### config.mk
export PLATFORM = sky130hd
export DESIGN_NAME = prog_run_ctrl
export DESIGN_NICKNAME = d
export VERILOG_FILES = /design/src/rtl/prog_run_ctrl.sv
export SDC_FILE = /design/constraint.sdc
export NUM_CORES = 1
export LEC_CHECK = 0
export ABC_AREA = 1
export BUFFER_PORTS_ARGS = -buffer_cell sky130_fd_sc_hd__buf_2
export CELL_PAD_IN_SITES_DETAIL_PLACEMENT = 1
export CELL_PAD_IN_SITES_GLOBAL_PLACEMENT = 1
export CORE_ASPECT_RATIO = 0.6
export CORE_MARGIN = 2
export CORE_UTILIZATION = 38
export CTS_CLUSTER_DIAMETER = 200
export DETAILED_ROUTE_END_ITERATION = 8
export PLACE_DENSITY = 0.8
export SYNTH_ARGS = -nofsm -noshare
export SYNTH_HDL_FRONTEND = slang
export SYNTH_SLANG_ARGS = --single-unit
### constraint.sdc
create_clock -name Clk -period 1.65 [get_ports Clk]
set_input_delay 0.165 -clock Clk [delete_from_list [all_inputs] [get_ports Clk]]
set_output_delay 0.165 -clock Clk [all_outputs]
set_load 0.03 [all_outputs]
### src/rtl/prog_run_ctrl.sv
// prog_run_ctrl
// -------------
// Run controller for the single-cycle CPU datapath. It sequences one program
// execution:
//   IDLE -> ARM  : host asserts Start; the core is held in reset while the
//                  host loads operands into data memory.
//   ARM  -> INIT : Start is released; the program select is latched here.
//   INIT -> RUN  : one cycle that strobes the program start address into the PC.
//   RUN  -> DONE : the decoder flags Halt, or the cycle watchdog expires.
//   DONE -> ARM  : host asserts Start again for the next run.
//
// Ports
//   Clk       in   system clock, rising edge
//   Reset     in   asynchronous active-low reset
//   Start     in   host launch request (level)
//   ProgSel   in   program select, latched on ARM->INIT
//   Halt      in   decoder reports a halt instruction at the current PC
//   Stall     in   datapath stall request
//   CoreRst   out  hold register file / datapath in reset (ARM)
//   PcLoad    out  one-cycle PC load strobe (INIT)
//   PcInit    out  PC load value, zero outside INIT
//   PcEn      out  PC advance / writeback enable (RUN & ~Stall & ~Halt)
//   Ack       out  run complete (DONE)
//   Timeout   out  last run was ended by the watchdog
//   CycleCnt  out  RUN cycles of the last or current run
module prog_run_ctrl #(
  parameter int unsigned           PC_W       = 10,
  parameter int unsigned           CNT_W      = 16,
  parameter logic [CNT_W-1:0]      MAX_CYCLES = 16'd50000,
  parameter logic [PC_W-1:0]       PROG0_ADDR = 10'd0,
  parameter logic [PC_W-1:0]       PROG1_ADDR = 10'd128,
  parameter logic [PC_W-1:0]       PROG2_ADDR = 10'd256,
  parameter logic [PC_W-1:0]       PROG3_ADDR = 10'd384
) (
  input  logic             Clk,
  input  logic             Reset,
  input  logic             Start,
  input  logic [1:0]       ProgSel,
  input  logic             Halt,
  input  logic             Stall,
  output logic             CoreRst,
  output logic             PcLoad,
  output logic [PC_W-1:0]  PcInit,
  output logic             PcEn,
  output logic             Ack,
  output logic             Timeout,
  output logic [CNT_W-1:0] CycleCnt
);

  typedef enum logic [2:0] {
    ST_IDLE = 3'd0,
    ST_ARM  = 3'd1,
    ST_INIT = 3'd2,
    ST_RUN  = 3'd3,
    ST_DONE = 3'd4
  } state_t;

  // The watchdog fires while the counter still shows the last permitted RUN
  // cycle, so a run can never last more than MAX_CYCLES cycles.
  localparam logic [CNT_W-1:0] LIMIT_LAST = MAX_CYCLES - {{(CNT_W-1){1'b0}}, 1'b1};
  localparam logic [CNT_W-1:0] CNT_MAX    = {CNT_W{1'b1}};

  state_t           state_q;
  logic [1:0]       sel_q;
  logic [CNT_W-1:0] cnt_q;
  logic             timeout_q;
  logic             core_rst_q;
  logic             pc_load_q;
  logic             ack_q;
  logic             run_q;

  // Start address lookup for a program select value.
  function automatic logic [PC_W-1:0] start_addr(input logic [1:0] sel);
    logic [PC_W-1:0] addr;
    case (sel)
      2'd0:    addr = PROG0_ADDR;
      2'd1:    addr = PROG1_ADDR;
      2'd2:    addr = PROG2_ADDR;
      2'd3:    addr = PROG3_ADDR;
      default: addr = PROG0_ADDR;
    endcase
    return addr;
  endfunction

  // Counter increment that sticks at all-ones instead of wrapping.
  function automatic logic [CNT_W-1:0] sat_inc(input logic [CNT_W-1:0] v);
    logic [CNT_W-1:0] r;
    if (v == CNT_MAX) begin
      r = v;
    end else begin
      r = v + {{(CNT_W-1){1'b0}}, 1'b1};
    end
    return r;
  endfunction

  // Run sequencer: state, latched select, counter, watchdog flag and the
  // registered control outputs, which are all set for the state being entered.
  always_ff @(posedge Clk or negedge Reset) begin
    if (!Reset) begin
      state_q    <= ST_IDLE;
      sel_q      <= 2'd0;
      cnt_q      <= {CNT_W{1'b0}};
      timeout_q  <= 1'b0;
      core_rst_q <= 1'b0;
      pc_load_q  <= 1'b0;
      ack_q      <= 1'b0;
      run_q      <= 1'b0;
    end else begin
      case (state_q)
        ST_IDLE: begin
          if (Start) begin
            state_q    <= ST_ARM;
            core_rst_q <= 1'b1;
          end else begin
            state_q    <= ST_IDLE;
          end
        end
        ST_ARM: begin
          if (Start) begin
            state_q    <= ST_ARM;
          end else begin
            // Host finished loading memory: latch the program and start fresh.
            state_q    <= ST_INIT;
            sel_q      <= ProgSel;
            core_rst_q <= 1'b0;
            pc_load_q  <= 1'b1;
            cnt_q      <= {CNT_W{1'b0}};
            timeout_q  <= 1'b0;
          end
        end
        ST_INIT: begin
          state_q   <= ST_RUN;
          pc_load_q <= 1'b0;
          run_q     <= 1'b1;
        end
        ST_RUN: begin
          if (Halt) begin
            // Halt has priority over the watchdog; the halt cycle is counted.
            state_q <= ST_DONE;
            run_q   <= 1'b0;
            ack_q   <= 1'b1;
            cnt_q   <= sat_inc(cnt_q);
          end else if (cnt_q == LIMIT_LAST) begin
            // Watchdog expiry: counter is left at the last permitted value.
            state_q   <= ST_DONE;
            run_q     <= 1'b0;
            ack_q     <= 1'b1;
            timeout_q <= 1'b1;
          end else begin
            state_q <= ST_RUN;
            cnt_q   <= sat_inc(cnt_q);
          end
        end
        ST_DONE: begin
          if (Start) begin
            // Counter and Timeout keep the finished run's result until INIT.
            state_q    <= ST_ARM;
            ack_q      <= 1'b0;
            core_rst_q <= 1'b1;
          end else begin
            state_q    <= ST_DONE;
          end
        end
        default: begin
          state_q    <= ST_IDLE;
          sel_q      <= 2'd0;
          cnt_q      <= {CNT_W{1'b0}};
          timeout_q  <= 1'b0;
          core_rst_q <= 1'b0;
          pc_load_q  <= 1'b0;
          ack_q      <= 1'b0;
          run_q      <= 1'b0;
        end
      endcase
    end
  end

  // PcInit is decoded from registered state only; it reads zero outside INIT.
  always_comb begin
    if (pc_load_q) begin
      PcInit = start_addr(sel_q);
    end else begin
      PcInit = {PC_W{1'b0}};
    end
  end

  // Stall and Halt gate the advance in the same cycle, so the halting
  // instruction never moves the PC.
  assign PcEn     = run_q & ~Stall & ~Halt;
  assign CoreRst  = core_rst_q;
  assign PcLoad   = pc_load_q;
  assign Ack      = ack_q;
  assign Timeout  = timeout_q;
  assign CycleCnt = cnt_q;

endmodule

==> run summary, run 1 <==
critical path required time - 1.82 ns
Tmin final - 1.52 ns
top cells by area, synth - dfrtp_1 (38%), nand2_1 (17%), nand3_1 (9.1%), nor2_1 (7.5%), inv_1 (5.5%)
Worst Max-Slew Pin Slew - 0.599 ns
sequential fraction of the synthesis area - 38.1%
# port buffers - 29
Slew headroom - 60.1%
f_max - 0.658 GHz
Pwr Density - 1270 nW/um^2
fin crit share - 92.1%
Worst-path clk slew - 0.09 ns
first-pass GRT wire length - 9070 um
GRT Util Overall - 22.7%
antenna-violating nets left - 0
Avg Synthesized Cell Area - 6.86 um^2
core area - 4210 um^2
FILL cells - 584
Hold WC Path Type - in -> reg
R2R depth - 8
Final Net Count - 305
unrepaired setup endpoints after global routing - no
Num CTS Buffers - 3
drt via density - 5.06
# IOs - 38
vias - 1801
Hold Fails Final Rpt - 0
total grt overflow - 0
Multi-input gate area - 917 um^2
Max Cap Violations - 0
Iter 0 DRT Violations - 92
number of global-route vias before repair - 1793
Area growth syn-to-layout - 24.0%
status - finished, final reports clean
n_diodes - 0
crit path capture type - flop
Final Max Slew Viols - 0
DR pass1 iterations - 4
root buffer cell - clkbuf_8
Critical Path Start Type - flop
pin count of the biggest net entering global routing - 27
VDD IR max - 0.492 mV
LEAKAGE - 1.11 nW
Final setup violation count - 0
Initial Util - 40.6%
DRC - 0
mapped cell area - 1710 um^2
Syn Inst Count - 249
hold path cells - 3
Clock Path Buffers - 2
antenna violations before repair - 0
Reg area - 657 um^2
Die Height - 55.9 um
Placer Congestion - 0.837
setup tns final - 0 ns
share of layout cells above drive strength 1 - 26.4%
Synth warnings - 0
worst path arrival time - 1.69 ns
Crit Path Max Fanout - 13
detailed placer's ending HPWL - 4170 um
Worst Skew - 0.00699 ns
drt wl/cell - 15.2 um
flops & latches, synth - 26
routed wire length - 5410 um
CTS Sinks - 26
Die Area - 5060 um^2
synth unique cells - 29
CTS tree - done
die width - 90.6 um
kind of critical path - reg -> reg
CTS HTree Levels - 1
Skew-Pair Late Insertion Delay - 0.28 ns
final core utilization - 50.3%
Synth top area share - 38.1%
biggest area consumer among synthesized cells - dfrtp_1
row count - 18
per-stage QoR:
stage	instances	hold WS (ns)	total power, mW	worst slack (ns)	area (um^2)
after floorplan	256	-0.131	1.75	0.0167	1740
after global placement	349	0.212	2.19	0.123	2000
after detailed placement	349	0.209	2.22	0.0468	2000
after CTS	354	0.150	2.61	0.0161	2060
after global routing	356	0.165	2.87	0.0111	2120
final	356	0.150	2.68	0.130	2120
cells in the mapped netlist, drive strengths merged:
cell and number:
or2 1, nor3 2, conb 1, nor2 39, ha 1, a21o 1, a21oi 3, nand3 34
dfrtp 26, nand4 4, nand2 79, nor3b 2, a31o 1, inv 27, o21ai 9, a31oi 1
xor2 2, a21boi 1, o21a 1, buf 14
layer usage:
layer,part of all wire [%],track usage [%],up-vias
met5,0,0,-
li1,-,-,872
met2,45,35.7,62
met3,6.0,4.34,8
met1,48,32.7,859
met4,1.2,4.40,0
cells by family after synthesis:
kind of cell	synth area share, %
compound gates	5.71
xor+xnor	1.03
fa+ha+maj	0.732
buf+inv	11.9
flops	38.1
other cells	0.220
simple gates	42.3
power breakdown:
part / internal [mW] / leakage, nW / total [mW] / switching, mW
clock network: 0.173 / 0.0228 / 0.387 / 0.214
registers: 0.748 / 0.344 / 0.821 / 0.0733
logic: 0.511 / 0.741 / 1.48 / 0.964
cell usage in the layout, fill, tap and decap left out, types with 4 or more instances in the layout:
master   netlist  layout
buf_2          4      29
buf_4          8      18
conb_1         1       8
dfrtp_1       26      21
dfrtp_2        0       5
inv_1         25      25
nand2_1       76      75
nand3_1       31      29
nand4_1        4       4
nor2_1        34      31
nor2_2         4       5
o21ai_0        9       9
worst max-delay path: stages, from the launching register on:
cell	delay, ns
dfrtp_1	0.48
nor2_1	0.17
nand2_2	0.10
nor2_4	0.15
nand3_2	0.10
nand3_4	0.12
nand2_4	0.13
nand2_1	0.10
nand2_1	0.05
what timing repair did:
action | in CTS | in global routing
buffers inserted | 0 | 2
setup endpoints to repair | 0 | 20
resized for setup | 0 | 13
hold endpoints to repair | 26 | 0
hold buffers | 1 | 0
cell type report:
class                      instances  area share, %
tap                               60           3.55
inverter                          27           4.79
sequential                        26           31.0
timing repair buffer              50           15.2
clock buffer                       4           2.13
multi-input combinational        189           43.3
final timing paths:
kind | end | startpoint | slack, ns
hold / removal | sel_q[0] | ProgSel[0] | 0.15
setup reg to reg | CycleCnt[8] | CycleCnt[12] | 0.13
hold reg to reg | state_q[2] | state_q[2] | 0.49
max in group asynchronous | CycleCnt[9] | Reset | 0.81
setup / recovery | CycleCnt[8] | CycleCnt[12] | 0.13
min in group asynchronous | state_q[2] | Reset | 0.42
registers in the layout, summed over array words and instances (netlist names):
name      count
run_q         1
Ack           1
CoreRst       1
CycleCnt     16
Timeout       1
state_q       3
PcLoad        1
sel_q         2
(Power assumes the default switching activity.)
==> run 2, diff against run 1 <==
ABC_AREA = unset   (was 1)
PLACE_DENSITY = 0.78   (was 0.8)
==> run summary, run 2 <==
status - finished, violations left
failing checks - setup timing
top cells by area, synth - dfrtp_1 (44%), nand2_1 (5.5%), a31oi_1 (5.5%), a21oi_1 (5.0%), o21ai_0 (4.4%)
Worst Max-Slew Pin Slew - 0.686 ns
first-pass GRT wire length - 9090 um
Die Height - 52.5 um
Placer Congestion - 0.831
routed wire length - 6240 um
most used routing layer - met2
Syn Inst Count - 172
Largest register FFs - 16
worst path arrival time - 2.26 ns
vias - 1667
mapped cell area - 1490 um^2
DR pass1 iterations - 4
worst setup slack after layout - -0.413 ns
number of global-route vias before repair - 1753
antenna-violating nets left - 0
row count - 17
Final Net Count - 247
CTS Sinks - 26
Synth warnings - 0
Fin Hold WS - 0.165 ns
pin count of the biggest net entering global routing - 27
n_diodes - 0
kind of critical path - reg -> reg
final core utilization - 58.5%
sequential fraction of the synthesis area - 43.7%
Die Area - 4450 um^2
Pwr Density - 1520 nW/um^2
Area after DPL - 1900 um^2
total grt overflow - 0
unrepaired setup endpoints after global routing - yes
Multi-input gate area - 898 um^2
Synth async-reset ratio - 100%
# IOs - 38
root buffer cell - clkbuf_8
Area growth syn-to-layout - 46.0%
Setup WS pre-CTS - -0.712 ns
Initial Util - 40.0%
flops & latches, synth - 26
GRT Util Overall - 27.3%
Hold WC Path Type - in -> reg
GRT met3 Usage - 5.04%
antenna violations before repair - 0
critical path required time - 1.85 ns
detailed placer's ending HPWL - 3800 um
crit path capture type - flop
Num CTS Buffers - 3
Clock Path Buffers - 2
Iter 0 DRT Violations - 85
met1 Track Usage GR - 33.2%
count leader, synth - dfrtp_1
Main synth FF type - dfrtp_1
synth cell count leaders - dfrtp_1 (26), nand2_1 (22), a21oi_1 (15), a31oi_1 (13), o21ai_0 (13)
Worst-path clk slew - 0.10 ns
die width - 84.8 um
drt via density - 5.85
Reg area - 659 um^2
FILL cells - 453
biggest area consumer among synthesized cells - dfrtp_1
Final Max Slew Viols - 0
Post-synth EDFFs - 0
Worst Skew - 0.00442 ns
Crit Path Max Fanout - 8
Max Cap Violations - 0
Skew-Pair Late Insertion Delay - 0.28 ns
most frequent cells in the layout - buf_4 (38), buf_2 (29), nand2_1 (22), dfrtp_1 (19), nor2_1 (10)
drt wl/cell - 21.9 um
Critical Path Start Type - flop
Hold Fails Final Rpt - 0
core area - 3720 um^2
Design Area, Final - 2180 um^2
share of layout cells above drive strength 1 - 45.4%
Slew headroom - 54.1%
M2 GR Usage - 49.9%
fin crit share - 125%
LEAKAGE - 1.01 nW
setup tns final - -8.27 ns
DRC - 0
Synth top area share - 43.7%
CTS tree - done
# port buffers - 29
Avg Synthesized Cell Area - 8.66 um^2
Tmin final - 2.06 ns
Final setup violation count - 22
f_max - 0.485 GHz
CTS HTree Levels - 1
VDD IR max - 0.849 mV
commonest non-fill, non-tap cell in the layout - buf_4
synth unique cells - 38
[run 2: report_power, final]
group / switching [mW] / internal (mW) / total (mW)
sequential: 0.128 / 0.801 / 0.928
clock: 0.232 / 0.214 / 0.446
combinational: 1.25 / 0.685 / 1.93
[run 2: final cells by class]
type / instances / share of cell area, %
inverters: 8 / 1.38
clock buffers: 4 / 2.53
flip-flops and latches: 26 / 30.3
well taps: 47 / 2.70
repair buffers: 71 / 21.8
multi-input cells: 129 / 41.3
[run 2: what timing repair did]
item,in CTS,in global routing
endpoints found under the hold margin,26,0
pin swaps,14,11
resized for setup,7,21
gates cloned,1,0
hold buffers,1,0
buffers inserted,6,1
endpoints found under the setup margin,22,22
[run 2: metal layers]
metal  vias to the layer above  share of wire, %
li1                        742                 -
met1                       828                43
met2                        85                48
met3                        12               7.0
met4                         0               1.5
met5                         -                 0
[run 2: path summary, 6_finish.rpt]
check                                   from           to  slack, ns  cells past startpoint
worst max-delay path            CycleCnt[13]  CycleCnt[8]      -0.41                      6
worst min-delay path                   Start      CoreRst       0.17                      3
worst max register to register  CycleCnt[13]  CycleCnt[8]      -0.41                      6
worst min register to register       CoreRst      CoreRst       0.52                      2
max in group asynchronous              Reset  CycleCnt[4]       0.77                      2
min in group asynchronous              Reset        run_q       0.43                      2
[run 2: critical path, cell delays in order (launching register included)]
cell and delay (ns):
dfrtp_2 0.42, or4_4 0.58, nor4_4 0.27, buf_4 0.19, a21oi_4 0.06, a31o_4 0.27, a31oi_1 0.18
[run 2: cells by family after synthesis]
group	share of synthesized area [%]
AO/OA/AOI/OAI	23.5
other	0.252
adder cells (fa/ha/maj)	0.839
flip-flops	43.7
AND/OR/NAND/NOR	21.6
buffers and inverters	9.49
multiplexers	0.672
[run 2: metrics by stage]
stage | power (mW) | instances
2_1_floorplan | 1.96 | 179
3_3_place_gp | 2.36 | 272
3_5_place_dp | 2.48 | 272
4_1_cts | 3.07 | 284
5_1_grt | 3.46 | 285
6_report | 3.31 | 285
